[config.mk]
export PLATFORM = sky130hd
export DESIGN_NAME = apb_requester
export DESIGN_NICKNAME = d
export VERILOG_FILES = /design/src/rtl/apb_pkg.sv /design/src/rtl/apb_wait_timer.sv /design/src/rtl/apb_requester.sv
export SDC_FILE = /design/constraint.sdc
export NUM_CORES = 1
export LEC_CHECK = 0
export ABC_AREA = 1
export CAP_MARGIN = 20
export CELL_PAD_IN_SITES_DETAIL_PLACEMENT = 0
export CELL_PAD_IN_SITES_GLOBAL_PLACEMENT = 1
export CORE_UTILIZATION = 28
export DETAILED_ROUTE_END_ITERATION = 16
export PLACE_DENSITY = 0.75
export RECOVER_POWER = 100
export SYNTH_ARGS = -nofsm -noshare
export SYNTH_HDL_FRONTEND = slang
export SYNTH_SLANG_ARGS = --single-unit
[constraint.sdc]
create_clock -name PCLK -period 1.44 [get_ports PCLK]
set_input_delay 0.288 -clock PCLK [delete_from_list [all_inputs] [get_ports PCLK]]
set_output_delay 0.288 -clock PCLK [all_outputs]
set_load 0.1 [all_outputs]
[src/rtl/apb_pkg.sv]
// Shared APB requester definitions: FSM states, default widths and the
// timer completer's register map.
package apb_pkg;

   typedef enum logic [1:0] {
      ST_IDLE   = 2'd0,
      ST_SETUP  = 2'd1,
      ST_ACCESS = 2'd2
   } apb_state_e;

   localparam int ADDR_W_DEF = 8;
   localparam int DATA_W_DEF = 8;

   // 8-bit timer completer register addresses
   localparam logic [7:0] REG_CTRL  = 8'h00;
   localparam logic [7:0] REG_LOAD  = 8'h01;
   localparam logic [7:0] REG_CMP   = 8'h02;
   localparam logic [7:0] REG_COUNT = 8'h03;

   // Wait counter width; a disabled timeout still needs a 1-bit counter.
   function automatic int cnt_width(input int timeout);
      return (timeout < 1) ? 1 : $clog2(timeout + 1);
   endfunction

endpackage

[src/rtl/apb_wait_timer.sv]
// ACCESS-phase wait counter: cleared when a transfer is launched, counts
// stalled cycles, flags expiry on the last allowed stalled cycle.
module apb_wait_timer
   import apb_pkg::*;
#(
   parameter int TIMEOUT = 16
) (
   input  logic PCLK,
   input  logic PRESETn,
   input  logic clr,
   input  logic en,
   output logic expired
);

   localparam int CNT_W = cnt_width(TIMEOUT);

   logic [CNT_W-1:0] cnt_q;
   logic [CNT_W-1:0] cnt_d;
   logic             at_limit;

   generate
      if (TIMEOUT == 0) begin : g_no_timeout
         assign at_limit = 1'b0;
      end else begin : g_timeout
         assign at_limit = (cnt_q == CNT_W'(TIMEOUT - 1));
      end
   endgenerate

   assign expired = en && at_limit;

   // Saturate rather than wrap so a disabled timeout never aliases.
   always_comb begin
      cnt_d = cnt_q;
      if (clr) begin
         cnt_d = '0;
      end else if (en && (cnt_q != {CNT_W{1'b1}})) begin
         cnt_d = cnt_q + CNT_W'(1);
      end
   end

   always_ff @(posedge PCLK or negedge PRESETn) begin
      if (!PRESETn) begin
         cnt_q <= '0;
      end else begin
         cnt_q <= cnt_d;
      end
   end

endmodule

[src/rtl/apb_requester.sv]
// APB3 requester: takes single read/write commands, runs SETUP/ACCESS,
// waits on PREADY with a bounded timeout and returns a one-cycle response.
module apb_requester
   import apb_pkg::*;
#(
   parameter int ADDR_W  = ADDR_W_DEF,
   parameter int DATA_W  = DATA_W_DEF,
   parameter int TIMEOUT = 16
) (
   input  logic              PCLK,
   input  logic              PRESETn,
   input  logic              cmd_valid,
   output logic              cmd_ready,
   input  logic              cmd_write,
   input  logic [ADDR_W-1:0] cmd_addr,
   input  logic [DATA_W-1:0] cmd_wdata,
   output logic              rsp_valid,
   output logic [DATA_W-1:0] rsp_rdata,
   output logic              rsp_err,
   output logic              rsp_timeout,
   output logic              PSEL,
   output logic              PENABLE,
   output logic              PWRITE,
   output logic [ADDR_W-1:0] PADDR,
   output logic [DATA_W-1:0] PWDATA,
   input  logic [DATA_W-1:0] PRDATA,
   input  logic              PREADY,
   input  logic              PSLVERR
);

   apb_state_e        state_q, state_d;
   logic              psel_q, psel_d;
   logic              penable_q, penable_d;
   logic              pwrite_q, pwrite_d;
   logic [ADDR_W-1:0] paddr_q, paddr_d;
   logic [DATA_W-1:0] pwdata_q, pwdata_d;
   logic              rsp_valid_q, rsp_valid_d;
   logic [DATA_W-1:0] rsp_rdata_q, rsp_rdata_d;
   logic              rsp_err_q, rsp_err_d;
   logic              rsp_timeout_q, rsp_timeout_d;

   logic              launch;
   logic              stall;
   logic              expired;

   assign cmd_ready = (state_q == ST_IDLE);
   assign launch    = cmd_valid && cmd_ready;
   assign stall     = (state_q == ST_ACCESS) && !PREADY;

   apb_wait_timer #(
      .TIMEOUT (TIMEOUT)
   ) u_wait_timer (
      .PCLK    (PCLK),
      .PRESETn (PRESETn),
      .clr     (launch),
      .en      (stall),
      .expired (expired)
   );

   // Response fields are only meaningful with rsp_valid; they return to 0 otherwise.
   always_comb begin
      state_d       = state_q;
      psel_d        = psel_q;
      penable_d     = penable_q;
      pwrite_d      = pwrite_q;
      paddr_d       = paddr_q;
      pwdata_d      = pwdata_q;
      rsp_valid_d   = 1'b0;
      rsp_rdata_d   = '0;
      rsp_err_d     = 1'b0;
      rsp_timeout_d = 1'b0;
      case (state_q)
         ST_IDLE: begin
            if (launch) begin
               pwrite_d = cmd_write;
               paddr_d  = cmd_addr;
               pwdata_d = cmd_wdata;
               psel_d   = 1'b1;
               state_d  = ST_SETUP;
            end
         end
         ST_SETUP: begin
            penable_d = 1'b1;
            state_d   = ST_ACCESS;
         end
         ST_ACCESS: begin
            if (PREADY) begin
               rsp_valid_d = 1'b1;
               rsp_rdata_d = pwrite_q ? '0 : PRDATA;
               rsp_err_d   = PSLVERR;
               psel_d      = 1'b0;
               penable_d   = 1'b0;
               state_d     = ST_IDLE;
            end else if (expired) begin
               rsp_valid_d   = 1'b1;
               rsp_err_d     = 1'b1;
               rsp_timeout_d = 1'b1;
               psel_d        = 1'b0;
               penable_d     = 1'b0;
               state_d       = ST_IDLE;
            end
         end
         default: begin
            psel_d    = 1'b0;
            penable_d = 1'b0;
            state_d   = ST_IDLE;
         end
      endcase
   end

   always_ff @(posedge PCLK or negedge PRESETn) begin
      if (!PRESETn) begin
         state_q       <= ST_IDLE;
         psel_q        <= 1'b0;
         penable_q     <= 1'b0;
         pwrite_q      <= 1'b0;
         paddr_q       <= '0;
         pwdata_q      <= '0;
         rsp_valid_q   <= 1'b0;
         rsp_rdata_q   <= '0;
         rsp_err_q     <= 1'b0;
         rsp_timeout_q <= 1'b0;
      end else begin
         state_q       <= state_d;
         psel_q        <= psel_d;
         penable_q     <= penable_d;
         pwrite_q      <= pwrite_d;
         paddr_q       <= paddr_d;
         pwdata_q      <= pwdata_d;
         rsp_valid_q   <= rsp_valid_d;
         rsp_rdata_q   <= rsp_rdata_d;
         rsp_err_q     <= rsp_err_d;
         rsp_timeout_q <= rsp_timeout_d;
      end
   end

   assign PSEL        = psel_q;
   assign PENABLE     = penable_q;
   assign PWRITE      = pwrite_q;
   assign PADDR       = paddr_q;
   assign PWDATA      = pwdata_q;
   assign rsp_valid   = rsp_valid_q;
   assign rsp_rdata   = rsp_rdata_q;
   assign rsp_err     = rsp_err_q;
   assign rsp_timeout = rsp_timeout_q;

endmodule

==> flow_metrics.env, run 1 <==
export IMPL_status="finished clean"
export IMPL_antenna_found_initial=0
export IMPL_fin_skew_ns=0.006639
export IMPL_yosys_area_top_type="dfrtp_1"
export IMPL_finalSetupViolations=0
export IMPL_critical_path_class="reg -> out"
export IMPL_insertion_delay_ns=0.28
export IMPL_synth_edf_count=0
export IMPL_diodes=0
export IMPL_clock_path_buffers=2
export IMPL_endpoint_kind="primary output"
export IMPL_finalCritPeriodShare=0.9561
export IMPL_grt_usage=0.1352
export IMPL_slew_viol_final=0
export IMPL_die_h_um=75.81
export IMPL_area_growth_syn_to_layout_pct=53.73
export IMPL_min_period_ns=1.377
export IMPL_rr_startpoint="u_wait_timer.cnt_q[1]"
export IMPL_die_area_sq_um=5746
export IMPL_hold_class="in -> async"
export IMPL_synth_area_top_cells="dfrtp_1 61%, nand2_1 18%, nor2_1 3.0%"
export IMPL_synth_area_sq_um=1525
export IMPL_fin_area_sq_um=2345
export IMPL_cts_clk_slew_worst_paths_ns=0.08
export IMPL_endpoint="cmd_ready"
export IMPL_ys_warnings_count=0
export IMPL_vias=1279
export IMPL_syn_inst=164
export IMPL_synthFlopType="dfrtp_1"
export IMPL_synth_commonest_cells="75 x nand2_1, 37 x dfrtp_1, 12 x nor2_1"
export IMPL_grt_overflow_total=0
export IMPL_reg2regPathDepth=9
export IMPL_placed_area_sq_um=2574
export IMPL_yosysTopAreaCellShare=0.6071
export IMPL_startpoint="state_q[0]"
export IMPL_gp_congestion=0.7655
export IMPL_grt_max_degree=38
export IMPL_reg2reg_to="PSEL"
export IMPL_wl_per_cell_um=11.35
export IMPL_maxCapViolations=0
export IMPL_ys_types=22
export IMPL_grt_pass1_vias=1253
export IMPL_port_buffers=60
export IMPL_finalNetCount=275
export IMPL_final_util=0.4533
export IMPL_hold_viol_final=0
export IMPL_wl_mm=3.554
export IMPL_setup_tns_ns=0
export IMPL_place_inst=301
export IMPL_async_flop_share=1.000
export IMPL_cts_tree="done"
export IMPL_fin_cells=313
export IMPL_clock_sinks=37
export IMPL_avgSynthCellArea_sq_um=9.300
export IMPL_initial_core_util=0.2949
export IMPL_slew_headroom=0.3867
export IMPL_synth_seq_area_share=0.6071
export IMPL_synth_seq_cells=37
export IMPL_cts_root_buf="clkbuf_8"
export IMPL_core_area_sq_um=5172
export IMPL_path_max_fanout=5
export IMPL_antenna_left=0
export IMPL_syn_nets=197
export IMPL_core_rowCount=26
export IMPL_dp_hpwl_mm=2.604
export IMPL_startpoint_type="register"
export IMPL_dr_pass1_iters=4
export IMPL_layout_drive_gt1_share=0.2963
export IMPL_regToRegSetupSlack_ns=0.09
export IMPL_viasPerCell=4.086
export IMPL_rsz0062_at_grt="true"
export IMPL_ios=61
export IMPL_cts_max_level=2
export IMPL_numCtsBuffers=5
export IMPL_grt_pass1_wl_mm=5.644
export IMPL_drcViolationCount=0
export IMPL_drt_iter0_markers=49
export IMPL_cp_required_ns=1.15
export IMPL_worst_ep_arrival_time_ns=1.09
export IMPL_worst_slew_pin_slew_ns=0.9200
export IMPL_fmaxAchievable_ghz=0.7263
export IMPL_die_x_um=75.81
export IMPL_yosysMostFrequentCell="nand2_1"
[per-stage QoR]
stage | setup WS, ns | hold WS, ns
after global routing | -0.02947 | 0.2909
after global placement | -0.03360 | 0.3641
after CTS | 0.01104 | 0.05282
after detailed placement | -0.07118 | 0.3649
after floorplan | -0.09123 | -0.007591
final | 0.06321 | 0.2152
[cell families after synthesis]
logic type	share of synthesized area
xor+xnor	0.005743
flops	0.6071
compound gates	0.01887
buf+inv	0.05661
fa+ha+maj	0.02461
simple gates	0.2871
[worst min path at each step]
| stage | from | end | slack [ns] | cells past startpoint |
|---|---|---|---|---|
| floorplan | PRESETn | PADDR[0] | -0.008 | 0 |
| global placement | PRESETn | rsp_valid | 0.36 | 2 |
| detailed placement | PRESETn | rsp_err | 0.36 | 2 |
| CTS | PRESETn | rsp_timeout | 0.05 | 2 |
| global route | PRESETn | rsp_err | 0.29 | 2 |
| finish | PRESETn | rsp_err | 0.22 | 2 |
[placed cells by master, fill, tap and decap left out]
| cell | count |
|---|---|
| nand2_4 | 1 |
| nor2_4 | 3 |
| nand3_2 | 1 |
| nand2_2 | 2 |
| or2_1 | 1 |
| clkinvlp_4 | 1 |
| o21ai_2 | 1 |
| clkinv_2 | 2 |
| buf_2 | 1 |
| clkbuf_2 | 1 |
| nand2_1 | 74 |
| nand3b_4 | 1 |
| clkbuf_8 | 5 |
| nand3_1 | 4 |
| nor2_1 | 12 |
| clkbuf_4 | 29 |
| clkdlybuf4s50_1 | 28 |
| dfrtp_1 | 37 |
| o21ai_1 | 2 |
| a21oi_1 | 2 |
| buf_4 | 15 |
| nand4_1 | 2 |
| inv_2 | 2 |
| ha_2 | 3 |
| inv_6 | 1 |
| nor2_2 | 1 |
| buf_12 | 2 |
| xor2_1 | 1 |
| inv_1 | 8 |
[layout make-up]
cell class	instances	area [sq um]
inverter	11	46.29
clock buffer	5	68.82
tap	70	87.58
sequential	37	925.9
fill	525	2828
timing repair buffer	76	660.6
multi-input combinational	111	538.0
clock inverter	3	17.52
[layer usage]
metal	up-vias	global-route usage	wire, um
met1	571	0.1578	1563
met4	0	0.04321	36
met3	5	0.05688	331
met5	-	0	0
met2	48	0.2252	1623
li1	655	-	-
[flip-flops by register name, summed over array words and instances (netlist names)]
| register | count |
|---|---|
| state_q | 2 |
| u_wait_timer.cnt_q | 5 |
| PSEL | 1 |
| PADDR | 8 |
| rsp_rdata | 8 |
| PENABLE | 1 |
| rsp_timeout | 1 |
| rsp_valid | 1 |
| PWDATA | 8 |
| rsp_err | 1 |
| PWRITE | 1 |
[worst max-delay path, stage by stage (launching register included)]
cell and delay [ns]:
dfrtp_1 0.45, nor2_4 0.17, buf_12 0.19
[what timing repair did]
action,in CTS,in global routing
pin swaps,0,8
setup endpoints to repair,3,9
hold endpoints to repair,0,0
gates resized for setup,1,7
setup buffers,0,4
hold buffers,0,0
Power of run 1 is not shown: default switching activity piles up to over one toggle a cycle in this logic, so the estimate is an artifact.
==> run 2, diff against run 1 <==
--- a/config.mk
+++ b/config.mk
@@ -12,7 +12,6 @@
 export CORE_UTILIZATION = 28
 export DETAILED_ROUTE_END_ITERATION = 16
 export PLACE_DENSITY = 0.75
-export RECOVER_POWER = 100
 export SYNTH_ARGS = -nofsm -noshare
 export SYNTH_HDL_FRONTEND = slang
 export SYNTH_SLANG_ARGS = --single-unit
==> flow_metrics.env, run 2 (same netlist as run 1, synthesis figures left out) <==
export IMPL_dp_hpwl_mm=2.604
export IMPL_fin_ws_ns=0.05039
export IMPL_clock_sinks=37
export IMPL_cts_root_buf="clkbuf_8"
export IMPL_fin_skew_ns=0.008303
export IMPL_startpoint_type="register"
export IMPL_path_max_fanout=5
export IMPL_busiest_layer="met2"
export IMPL_layout_drive_gt1_share=0.3045
export IMPL_cts_tree="done"
export IMPL_dp_slack_ns=-0.07118
export IMPL_fmaxAchievable_ghz=0.7196
export IMPL_grt_overflow_total=0
export IMPL_use_met3=0.05688
export IMPL_status="finished clean"
export IMPL_drcViolationCount=0
export IMPL_worst_ep_arrival_time_ns=1.10
export IMPL_ios=61
export IMPL_vias=1288
export IMPL_cp_required_ns=1.15
export IMPL_cts_max_level=2
export IMPL_insertion_delay_ns=0.28
export IMPL_wl_mm=3.508
export IMPL_min_period_ns=1.390
export IMPL_critical_path_class="reg -> out"
export IMPL_core_area_sq_um=5172
export IMPL_setup_tns_ns=0
export IMPL_diodes=0
export IMPL_final_common_cell="nand2_1"
export IMPL_finalCritPeriodShare=0.9650
export IMPL_slew_headroom=0.6825
export IMPL_drt_iter0_markers=38
export IMPL_port_buffers=60
export IMPL_viasPerCell=4.115
export IMPL_worst_slew_pin_slew_ns=0.4762
export IMPL_place_inst=301
export IMPL_dr_pass1_iters=4
export IMPL_die_h_um=75.81
export IMPL_hold_viol_final=0
export IMPL_numCtsBuffers=5
export IMPL_grt_usage=0.1352
export IMPL_antenna_found_initial=0
export IMPL_cts_clk_slew_worst_paths_ns=0.08
export IMPL_gp_congestion=0.7655
export IMPL_finalNetCount=275
export IMPL_maxCapViolations=0
export IMPL_core_rowCount=26
export IMPL_finalSetupViolations=0
export IMPL_area_growth_syn_to_layout_pct=77.85
export IMPL_placed_area_sq_um=2574
export IMPL_fin_area_sq_um=2713
export IMPL_slew_viol_final=0
export IMPL_gr_usage_met2=0.2252
export IMPL_die_area_sq_um=5746
export IMPL_mostFrequentLayoutCells="74 x nand2_1, 37 x dfrtp_1, 31 x buf_12, 28 x clkdlybuf4s50_1, 16 x buf_4"
export IMPL_clock_path_buffers=2
export IMPL_grt_max_degree=38
export IMPL_wl_per_cell_um=11.21
export IMPL_rsz0062_at_grt="true"
export IMPL_grt_pass1_vias=1253
export IMPL_hold_class="in -> async"
export IMPL_fin_cells=313
export IMPL_gr_usage_met1=0.1578
export IMPL_endpoint_kind="primary output"
export IMPL_initial_core_util=0.2949
export IMPL_die_x_um=75.81
export IMPL_grt_pass1_wl_mm=5.644
export IMPL_antenna_left=0
==> run 2: cell count changes in the layout (fill, tap and decap cells not counted) <==
cell	delta
inv_2	+1
nor2_2	+1
buf_12	+29
clkbuf_4	-29
clkbuf_2	-1
nor2_1	-1
buf_4	+1
inv_1	-1
==> run 2: timing repair <==
action | CTS | global route
buffers inserted | 0 | 4
gates resized for setup | 1 | 7
hold buffers | 0 | 0
endpoints found under the setup margin | 3 | 9
pin swaps | 0 | 8
cloned | 0 | 0
==> run 2: metrics by stage <==
stage / util / hold slack (ns)
global route: 0.5244 / 0.07710
global placement: 0.4976 / 0.3641
floorplan: - / -0.007591
finish: 0.5244 / 0.04532
detailed placement: 0.4976 / 0.3649
CTS: 0.5152 / 0.05282
==> run 2: area by class of cell <==
| class | count | area (sq um) |
|---|---|---|
| fillers | 483 | 2460 |
| repair buffers | 76 | 1026 |
| flip-flops and latches | 37 | 925.9 |
| multi-input cells | 111 | 540.5 |
| well taps | 70 | 87.58 |
| clock buffers | 5 | 68.82 |
| inverters | 11 | 46.29 |
| clock inverters | 3 | 17.52 |
==> run 2: critical path: stages (launching register included) <==
cell and delay, ns:
dfrtp_1 0.45, nor2_4 0.17, buf_12 0.19
==> run 2: path summary, 6_finish.rpt <==
kind | from | endpoint | slack (ns) | depth (start not counted)
setup / recovery | state_q[0] | cmd_ready | 0.05 | 2
hold / removal | PRESETn | rsp_err | 0.05 | 2
setup reg to reg | u_wait_timer.cnt_q[1] | PSEL | 0.08 | 9
hold reg to reg | u_wait_timer.cnt_q[3] | u_wait_timer.cnt_q[3] | 0.53 | 2
max in group asynchronous | PRESETn | u_wait_timer.cnt_q[4] | 1.06 | 2
min in group PCLK | PRDATA[7] | rsp_rdata[7] | 0.52 | 3
==> run 2: metal layers <==
layer  routed length [um]  vias up
met5                    0        -
met4                   36        0
met3                  313        5
met2                 1644       48
met1                 1514      579
li1                     -      656
Power of run 2 is left out for the same reason.
==> run 3, diff against run 2 <==
--- a/config.mk
+++ b/config.mk
@@ -11,6 +11,7 @@
 export CELL_PAD_IN_SITES_GLOBAL_PLACEMENT = 1
 export CORE_UTILIZATION = 28
 export DETAILED_ROUTE_END_ITERATION = 16
+export HOLD_SLACK_MARGIN = 0.1
 export PLACE_DENSITY = 0.75
 export SYNTH_ARGS = -nofsm -noshare
 export SYNTH_HDL_FRONTEND = slang
==> flow_metrics.env, run 3 (same netlist as run 1, synthesis figures left out) <==
export IMPL_reg2regPathDepth=9
export IMPL_fin_ws_ns=0.05039
export IMPL_maxCapViolations=0
export IMPL_rsz0062_at_grt="true"
export IMPL_wl_mm=3.515
export IMPL_max_stage_delay_ns=0.45
export IMPL_insertion_delay_ns=0.28
export IMPL_worst_ep_arrival_time_ns=1.10
export IMPL_critical_path_class="reg -> out"
export IMPL_clock_sinks=37
export IMPL_viasPerCell=4.102
export IMPL_grt_pass1_wl_mm=5.644
export IMPL_die_h_um=75.81
export IMPL_finalCritPeriodShare=0.9650
export IMPL_cts_clk_slew_worst_paths_ns=0.08
export IMPL_min_period_ns=1.390
export IMPL_grt_overflow_total=0
export IMPL_wl_per_cell_um=11.19
export IMPL_slew_headroom=0.6826
export IMPL_numCtsBuffers=5
export IMPL_dp_hpwl_mm=2.604
export IMPL_core_area_sq_um=5172
export IMPL_antenna_found_initial=0
export IMPL_antenna_left=0
export IMPL_endpoint_kind="primary output"
export IMPL_finalNetCount=276
export IMPL_initial_core_util=0.2949
export IMPL_startpoint_type="register"
export IMPL_ios=61
export IMPL_grt_usage=0.1352
export IMPL_hold_depth=3
export IMPL_fmaxAchievable_ghz=0.7196
export IMPL_fin_skew_ns=0.008524
export IMPL_grt_max_degree=38
export IMPL_grt_pass1_vias=1253
export IMPL_die_x_um=75.81
export IMPL_diodes=0
export IMPL_timing_hold_ws_ns=0.5239
export IMPL_cts_max_level=2
export IMPL_clock_path_buffers=2
export IMPL_die_area_sq_um=5746
export IMPL_mostFrequentLayoutCells="74 x nand2_1, 37 x dfrtp_1, 31 x buf_12, 28 x clkdlybuf4s50_1, 16 x buf_4"
export IMPL_final_util=0.5264
export IMPL_drt_iter0_markers=42
export IMPL_hold_viol_final=0
export IMPL_hold_class="in -> reg"
export IMPL_vias=1288
export IMPL_worst_slew_pin_slew_ns=0.4760
export IMPL_drcViolationCount=0
export IMPL_finalSetupViolations=0
export IMPL_port_buffers=60
export IMPL_cp_required_ns=1.15
export IMPL_layout_drive_gt1_share=0.3033
export IMPL_dp_slack_ns=-0.07118
export IMPL_gp_congestion=0.7655
export IMPL_cts_root_buf="clkbuf_8"
export IMPL_crit_chain="nor2_4, buf_12"
export IMPL_area_growth_syn_to_layout_pct=78.51
export IMPL_status="finished clean"
export IMPL_cts_tree="done"
export IMPL_slowest_stage="dfrtp_1"
export IMPL_dr_pass1_iters=4
export IMPL_fin_area_sq_um=2723
export IMPL_path_max_fanout=5
export IMPL_placed_area_sq_um=2574
export IMPL_final_common_cell="nand2_1"
export IMPL_core_rowCount=26
export IMPL_slew_viol_final=0
-- run 3: cell types whose count changed in the layout (fill, tap and decap cells not counted), sizes merged --
cell         delta
dlygate4sd3     +1
-- run 3: per-layer routing --
layer | vias up | global-route usage | wire (um)
met5 | - | 0 | 0
met4 | 0 | 0.04321 | 36
met3 | 5 | 0.05688 | 313
met2 | 48 | 0.2252 | 1643
met1 | 577 | 0.1578 | 1522
li1 | 658 | - | -
-- run 3: layout make-up --
type / instances / area, sq um
Tap cell: 70 / 87.58
Inverter: 11 / 46.29
Multi-Input combinational cell: 111 / 540.5
Sequential cell: 37 / 925.9
Clock inverter: 3 / 17.52
Clock buffer: 5 / 68.82
Timing Repair Buffer: 77 / 1036
Fill cell: 482 / 2450
-- run 3: path summary, 6_finish.rpt --
check,start,end,slack [ns]
setup reg to reg,u_wait_timer.cnt_q[1],PSEL,0.08
min in group asynchronous,PRESETn,rsp_err,0.58
hold / removal,PRDATA[7],rsp_rdata[7],0.52
max in group asynchronous,PRESETn,u_wait_timer.cnt_q[4],0.52
setup / recovery,state_q[0],cmd_ready,0.05
hold reg to reg,u_wait_timer.cnt_q[3],u_wait_timer.cnt_q[3],0.53
-- run 3: per-stage QoR --
step,instances,TNS [ns]
after floorplan,164,-1.665
after global placement,301,-0.09100
after detailed placement,301,-0.1912
after CTS,310,0
after global routing,314,-0.03636
final,314,0
-- run 3: what timing repair did --
action | in CTS | in global routing
gates resized for setup | 1 | 7
setup endpoints to repair | 3 | 9
hold endpoints to repair | 37 | 0
buffers inserted | 0 | 4
pin swaps | 0 | 8
cloned | 0 | 0
hold buffers | 1 | 0
-- run 3: worst max-delay path: cells and delay by family, from the launching register on --
kind | cells | cell delay (ns)
buffers and inverters | 1 | 0.19
flip-flops | 1 | 0.45
AND/OR/NAND/NOR | 1 | 0.17
Power of run 3 is left out for the same reason.
